===== config.mk =====
export PLATFORM = sky130hd
export DESIGN_NAME = circle_lines_stream
export DESIGN_NICKNAME = d
export VERILOG_FILES = /design/src/rtl/circle_lines_stream.sv
export SDC_FILE = /design/constraint.sdc
export NUM_CORES = 1
export LEC_CHECK = 0
export BUFFER_PORTS_ARGS = -buffer_cell sky130_fd_sc_hd__clkbuf_2
export CORE_ASPECT_RATIO = 1.2
export CORE_MARGIN = 2
export CORE_UTILIZATION = 56
export CTS_CLUSTER_SIZE = 25
export DETAILED_ROUTE_END_ITERATION = 7
export PLACE_DENSITY = 0.79
export SYNTH_ARGS = -nofsm -noshare
export SYNTH_HDL_FRONTEND = slang
export SYNTH_SLANG_ARGS = --single-unit

===== constraint.sdc =====
create_clock -name _clock -period 5.1 [get_ports _clock]
set_clock_uncertainty 0.2 [all_clocks]
set_input_delay 0.255 -clock _clock [delete_from_list [all_inputs] [get_ports _clock]]
set_output_delay 0.255 -clock _clock [all_outputs]
set_load 0.02 [all_outputs]

===== src/rtl/circle_lines_stream.sv =====
// ============================================================================
// circle_lines_stream
// Filled-circle rasteriser: emits horizontal spans (x0,y0,x1,y1) from the
// integer midpoint algorithm over a ready/valid stream.
// Optional build macro: CIRCLE_LINES_STREAM_DEDUP_EN (skip duplicate spans).
// Rev 1.0 - initial parametrised streaming release
// ============================================================================
`default_nettype none

module circle_lines_stream #(
   parameter int WIDTH = 32,
   parameter int DW    = WIDTH + 4
) (
   input  logic                    _clock,
   input  logic                    _reset_n,
   input  logic                    _start,
   input  logic signed [WIDTH-1:0] centre_x,
   input  logic signed [WIDTH-1:0] centre_y,
   input  logic signed [WIDTH-1:0] radius,
   input  logic                    _ready,
   output logic                    _valid,
   output logic signed [WIDTH-1:0] _out0,
   output logic signed [WIDTH-1:0] _out1,
   output logic signed [WIDTH-1:0] _out2,
   output logic signed [WIDTH-1:0] _out3,
   output logic                    _busy,
   output logic                    _done
);

   typedef enum logic [2:0] {
      S_IDLE   = 3'd0,
      S_CHECK  = 3'd1,
      S_EMIT   = 3'd2,
      S_STEP   = 3'd3,
      S_FINISH = 3'd4
   } state_t;

   state_t state_q, state_d;

   logic signed [WIDTH-1:0] cx_q, cx_d, cy_q, cy_d;
   logic signed [WIDTH-1:0] x_q, x_d, y_q, y_d;
   logic signed [DW-1:0]    d_q, d_d;
   logic [1:0]              k_q, k_d;
   logic                    valid_q, valid_d, busy_q, busy_d, done_q, done_d;
   logic signed [WIDTH-1:0] out0_q, out0_d, out1_q, out1_d, out2_q, out2_d;

   logic [3:1]              elig_w;
   logic                    next_ok_w;
   logic [1:0]              next_k_w, load_k_w;
   logic signed [WIDTH-1:0] half_w, offs_w, x0_w, x1_w, yy_w;
   logic signed [DW-1:0]    xe_w, ye_w, re_w;

   // Sign-extended copies for the decision-variable arithmetic
   assign xe_w = {{(DW-WIDTH){x_q[WIDTH-1]}}, x_q};
   assign ye_w = {{(DW-WIDTH){y_q[WIDTH-1]}}, y_q};
   assign re_w = {{(DW-WIDTH){radius[WIDTH-1]}}, radius};

   // Which of spans 1..3 of the current iteration are worth emitting
   always_comb begin
`ifdef CIRCLE_LINES_STREAM_DEDUP_EN
      elig_w[1] = (y_q != '0);
      elig_w[2] = (x_q != y_q);
      elig_w[3] = (x_q != '0) && (x_q != y_q);
`else
      elig_w    = 3'b111;
`endif
   end

   // Lowest eligible span index after the one currently presented
   always_comb begin
      next_ok_w = 1'b1;
      next_k_w  = 2'd3;
      if (k_q == 2'd0 && elig_w[1]) begin
         next_k_w = 2'd1;
      end else if (k_q <= 2'd1 && elig_w[2]) begin
         next_k_w = 2'd2;
      end else if (k_q != 2'd3 && elig_w[3]) begin
         next_k_w = 2'd3;
      end else begin
         next_ok_w = 1'b0;
      end
   end

   assign load_k_w = (state_q == S_EMIT) ? next_k_w : 2'd0;

   // Span geometry: k[1] swaps the roles of x and y, k[0] mirrors about cy
   always_comb begin
      half_w = load_k_w[1] ? y_q : x_q;
      offs_w = load_k_w[1] ? x_q : y_q;
      x0_w   = cx_q - half_w;
      x1_w   = cx_q + half_w;
      yy_w   = load_k_w[0] ? (cy_q - offs_w) : (cy_q + offs_w);
   end

   // Next-state and output logic of the rasteriser sequencer
   always_comb begin
      state_d = state_q;
      cx_d    = cx_q;
      cy_d    = cy_q;
      x_d     = x_q;
      y_d     = y_q;
      d_d     = d_q;
      k_d     = k_q;
      valid_d = valid_q;
      busy_d  = busy_q;
      done_d  = 1'b0;
      out0_d  = out0_q;
      out1_d  = out1_q;
      out2_d  = out2_q;
      case (state_q)
         S_IDLE: begin
            if (_start) begin
               cx_d    = centre_x;
               cy_d    = centre_y;
               x_d     = '0;
               y_d     = radius;
               d_d     = DW'(3) - (re_w + re_w);
               busy_d  = 1'b1;
               state_d = S_CHECK;
            end
         end
         S_CHECK: begin
            if (y_q >= x_q) begin
               k_d     = 2'd0;
               valid_d = 1'b1;
               out0_d  = x0_w;
               out1_d  = yy_w;
               out2_d  = x1_w;
               state_d = S_EMIT;
            end else begin
               state_d = S_FINISH;
            end
         end
         S_EMIT: begin
            if (valid_q && _ready) begin
               if (next_ok_w) begin
                  k_d    = next_k_w;
                  out0_d = x0_w;
                  out1_d = yy_w;
                  out2_d = x1_w;
               end else begin
                  valid_d = 1'b0;
                  state_d = S_STEP;
               end
            end
         end
         S_STEP: begin
            if (d_q > 0) begin
               d_d = d_q + ((xe_w - ye_w) <<< 2) + DW'(10);
               y_d = y_q - WIDTH'(1);
            end else begin
               d_d = d_q + (xe_w <<< 2) + DW'(6);
            end
            x_d     = x_q + WIDTH'(1);
            state_d = S_CHECK;
         end
         S_FINISH: begin
            done_d  = 1'b1;
            busy_d  = 1'b0;
            state_d = S_IDLE;
         end
         default: state_d = S_IDLE;
      endcase
   end

   // State and datapath registers; reset abandons any job in flight
   always_ff @(posedge _clock or negedge _reset_n) begin
      if (!_reset_n) begin
         state_q <= S_IDLE;
         cx_q    <= '0;
         cy_q    <= '0;
         x_q     <= '0;
         y_q     <= '0;
         d_q     <= '0;
         k_q     <= 2'd0;
         valid_q <= 1'b0;
         busy_q  <= 1'b0;
         done_q  <= 1'b0;
         out0_q  <= '0;
         out1_q  <= '0;
         out2_q  <= '0;
      end else begin
         state_q <= state_d;
         cx_q    <= cx_d;
         cy_q    <= cy_d;
         x_q     <= x_d;
         y_q     <= y_d;
         d_q     <= d_d;
         k_q     <= k_d;
         valid_q <= valid_d;
         busy_q  <= busy_d;
         done_q  <= done_d;
         out0_q  <= out0_d;
         out1_q  <= out1_d;
         out2_q  <= out2_d;
      end
   end

   assign _valid = valid_q;
   assign _out0  = out0_q;
   assign _out1  = out1_q;
   assign _out2  = out2_q;
   assign _out3  = out1_q;
   assign _busy  = busy_q;
   assign _done  = done_q;

endmodule

`default_nettype wire


==> results.cfg <==
[outcome]
outcome = complete, no violations

[detailed_routing]
via_per_inst = 6.132
drc = 0
first_pass_iters = 8
num_vias = 24930
antenna_left = 0
drtIter0Drc = 1898
drt-total-wl_mm = 81.02
routedWlPerCell_um = 19.93

[sta]
tightest_slew_ns = 1.051
slew_headroom = 0.2995
finalSetupViolations = 0
finalMaxSlewViolations = 0
fin_crit_sh = 0.9829
hold_viol_final = 0
fin_tns_setup_ns = 0
max_freq_ghz = 0.1995
rsz0062_at_grt = yes
post-route-min-period_ns = 5.013

[synthesis]
syn-num-nets = 3471
async_reset_ff_frac = 1.000
syn_area_mm2 = 0.02433
ys_seq_area_frac = 0.2746
syn_area_per_cell_um2 = 7.840
syn_inst = 3103
yosysWarnings = 0
synth_top_flop_cell = dfrtp_1
synth-seq-cells = 267
synth.distinct_cells = 96
synth_enable_flop_cells = 0

[layout]
multi_input_area_mm2 = 0.01678
antenna_cells = 0
final_cells = 4065
nFillCells = 3482
area_growth_pct = 21.07
seqCellArea_mm2 = 0.006681
final_area_mm2 = 0.02945
layout-drive-gt1-share = 0.1725
finalNetCount = 3858

[grt]
grt_usage = 0.3480
antenna_found_initial = 0
grt-ovfl-total = 0
grt_pass1_vias = 24170
grt_pass1_wl_mm = 127.2
grt_max_degree = 115

[power_and_ir_drop]
seq_power_share = 0.162
p_clk_frac = 0.097
finalPower_w = 0.02415
netSwitchingFraction = 0.5108
p_sw_w = 0.01234
irDropWorstVdd_mv = 0.4889
cellPowerDensity_mw_per_mm2 = 820.0
combPwrFrac = 0.741
p_leak_nw = 14.20
intPower_w = 0.01182

[placed_design]
post-place-cells = 3894
portBuffers = 230
routabilityCongestion = 0.9843
dpl_cell_area_mm2 = 0.02680
hpwl_mm = 60.70

[clock_network]
cts_buffer_depth = 3
cts-root-buf = clkbuf_16
cts_tree = built
clock_latency_ns = 0.58
htree_levels = 1
cts_buffers = 29
cts.clk_slew.worst_paths_ns = 0.07
cts_sinks = 267

[critical_path]
cp-end-kind = flop
crit_fanout = 3
start_kind = flop
setup.worst_path.class = flop to flop
critPathRequiredTime_ns = 5.37
cp.arrival_ns = 5.28

[min_path]
hold_class = input pin to async pin

[die]
row_count = 83
start_util = 0.5686
die_w_um = 194.3
die_h_um = 232.3
io_pins = 231
coreArea_mm2 = 0.04279
dieArea_mm2 = 0.04513

[job]
cap_violations = 0
state kept, by name, summed over array words and instances (netlist names):
signal,count
_done,1
y_q,32
_out1,32
_busy,1
_valid,1
d_q,36
cy_q,32
k_q,2
x_q,32
state_q,3
_out0,31
cx_q,32
_out2,32
cells in the final DEF, fill, tap and decap left out, types with 17 or more instances in the layout:
master,instances
clkbuf_16,29
a211oi_1,26
nand4_1,22
o21ai_1,49
dlygate4sd3_1,101
o21ai_0,210
inv_1,127
buf_4,199
clkbuf_2,229
o21a_1,38
o211ai_1,27
and3_1,24
xnor2_1,141
nor2b_1,18
nand2_1,442
nor3_1,74
o31ai_1,25
ha_1,254
a22oi_1,17
a21oi_1,253
nor2_1,264
xor2_1,81
o22ai_1,25
a31oi_1,28
a21o_1,86
o21bai_1,26
nand3_1,69
dfrtp_1,267
nor4_1,27
per-stage QoR:
step / setup slack [ns] / hold WS, ns / utilization
2_1_floorplan: 0.02629 / -0.2406 / -
3_3_place_gp: -0.3678 / 0.1804 / 0.6263
3_5_place_dp: -0.4319 / 0.1819 / 0.6263
4_1_cts: 0.01143 / 0.1582 / 0.6770
5_1_grt: -0.1394 / 0.1999 / 0.6884
6_report: 0.08737 / 0.07816 / 0.6884
path summary, 6_finish.rpt:
check	start	to	slack (ns)	depth (start not counted)
worst min-delay path	_reset_n	_out0[3]	0.08	2
max in group asynchronous	_reset_n	_out1[0]	3.25	3
worst max-delay path	x_q[0]	d_q[35]	0.09	25
worst min register to register	_out0[8]	_out0[8]	0.28	2
worst max register to register	x_q[0]	d_q[35]	0.09	25
min in group _clock	centre_y[5]	cy_q[5]	0.21	4
Yosys cell counts, drive strengths merged (30+ instances only):
cell,number,area share
xnor2,143,0.051
o21ai,268,0.055
nor3,80,0.018
nor4,32,0.0087
a31oi,30,0.0077
buf,55,0.015
nand2,445,0.069
nand3,70,0.014
dfrtp,267,0.27
nor2,270,0.042
xor2,81,0.029
o21a,38,0.012
clkbuf,125,0.021
a21o,87,0.027
a211oi,30,0.0097
o31ai,33,0.010
a21oi,265,0.055
inv,132,0.020
ha,262,0.13
critical path: stages (launching register included):
cell      delay (ns)
dfrtp_1         0.39
inv_2           0.08
ha_4            0.14
fa_2            0.22
nor2b_2         0.05
o31ai_1         0.25
buf_4           0.17
a21oi_4         0.07
a211oi_2        0.25
buf_4           0.16
a21oi_2         0.05
o21a_1          0.21
buf_4           0.14
o31ai_2         0.17
buf_4           0.19
o21ai_4         0.07
a311o_1         0.33
xor2_1          0.15
ha_1            0.32
ha_4            0.25
a21o_1          0.15
a21o_1          0.19
a21o_1          0.18
mux2i_1         0.16
o211ai_1        0.12
a211o_1         0.25
power by group through the flow:
stage	clock network, W	logic, W	registers (W)
floorplan	0	0.0113	0.00414
global placement	0	0.0161	0.00386
detailed placement	0	0.0165	0.00391
CTS	0.00236	0.0169	0.00388
global route	0.00245	0.0195	0.00401
finish	0.00234	0.0179	0.00392
timing repair:
action	CTS	global route
hold endpoints to repair	224	0
hold buffers	101	0
setup endpoints to repair	10	26
buffers inserted	2	14
pin swaps	15	49
gates resized for setup	20	82
logic make-up (layout without fill, tap and decap cells):
logic type / count (synthesis) / in the layout / share of synthesized area
AOI/OAI and AO/OA: 936 / 936 / 0.2384
buffers and inverters: 313 / 723 / 0.05616
muxes: 22 / 22 / 0.009412
adders and majority gates: 268 / 268 / 0.1397
DFF: 267 / 267 / 0.2746
xor gates and xnor gates: 224 / 224 / 0.08065
and+or+nand+nor: 1073 / 1073 / 0.2010
per-layer routing:
| layer | global-route usage | routed length (µm) | share of wire |
|---|---|---|---|
| met5 | 0 | 0 | 0 |
| met4 | 0.1669 | 4352 | 0.054 |
| met3 | 0.03065 | 5178 | 0.064 |
| met2 | 0.5889 | 37910 | 0.47 |
| met1 | 0.4499 | 33580 | 0.41 |
layout make-up:
type | instances | area share
timing repair buffer | 536 | 0.1280
tap | 552 | 0.02345
clock inverter | 19 | 0.008921
multi-input combinational | 2523 | 0.5698
inverter | 133 | 0.01695
sequential | 267 | 0.2269
clock buffer | 35 | 0.02608
No activity file was read; power rests on OpenSTA's default activity.
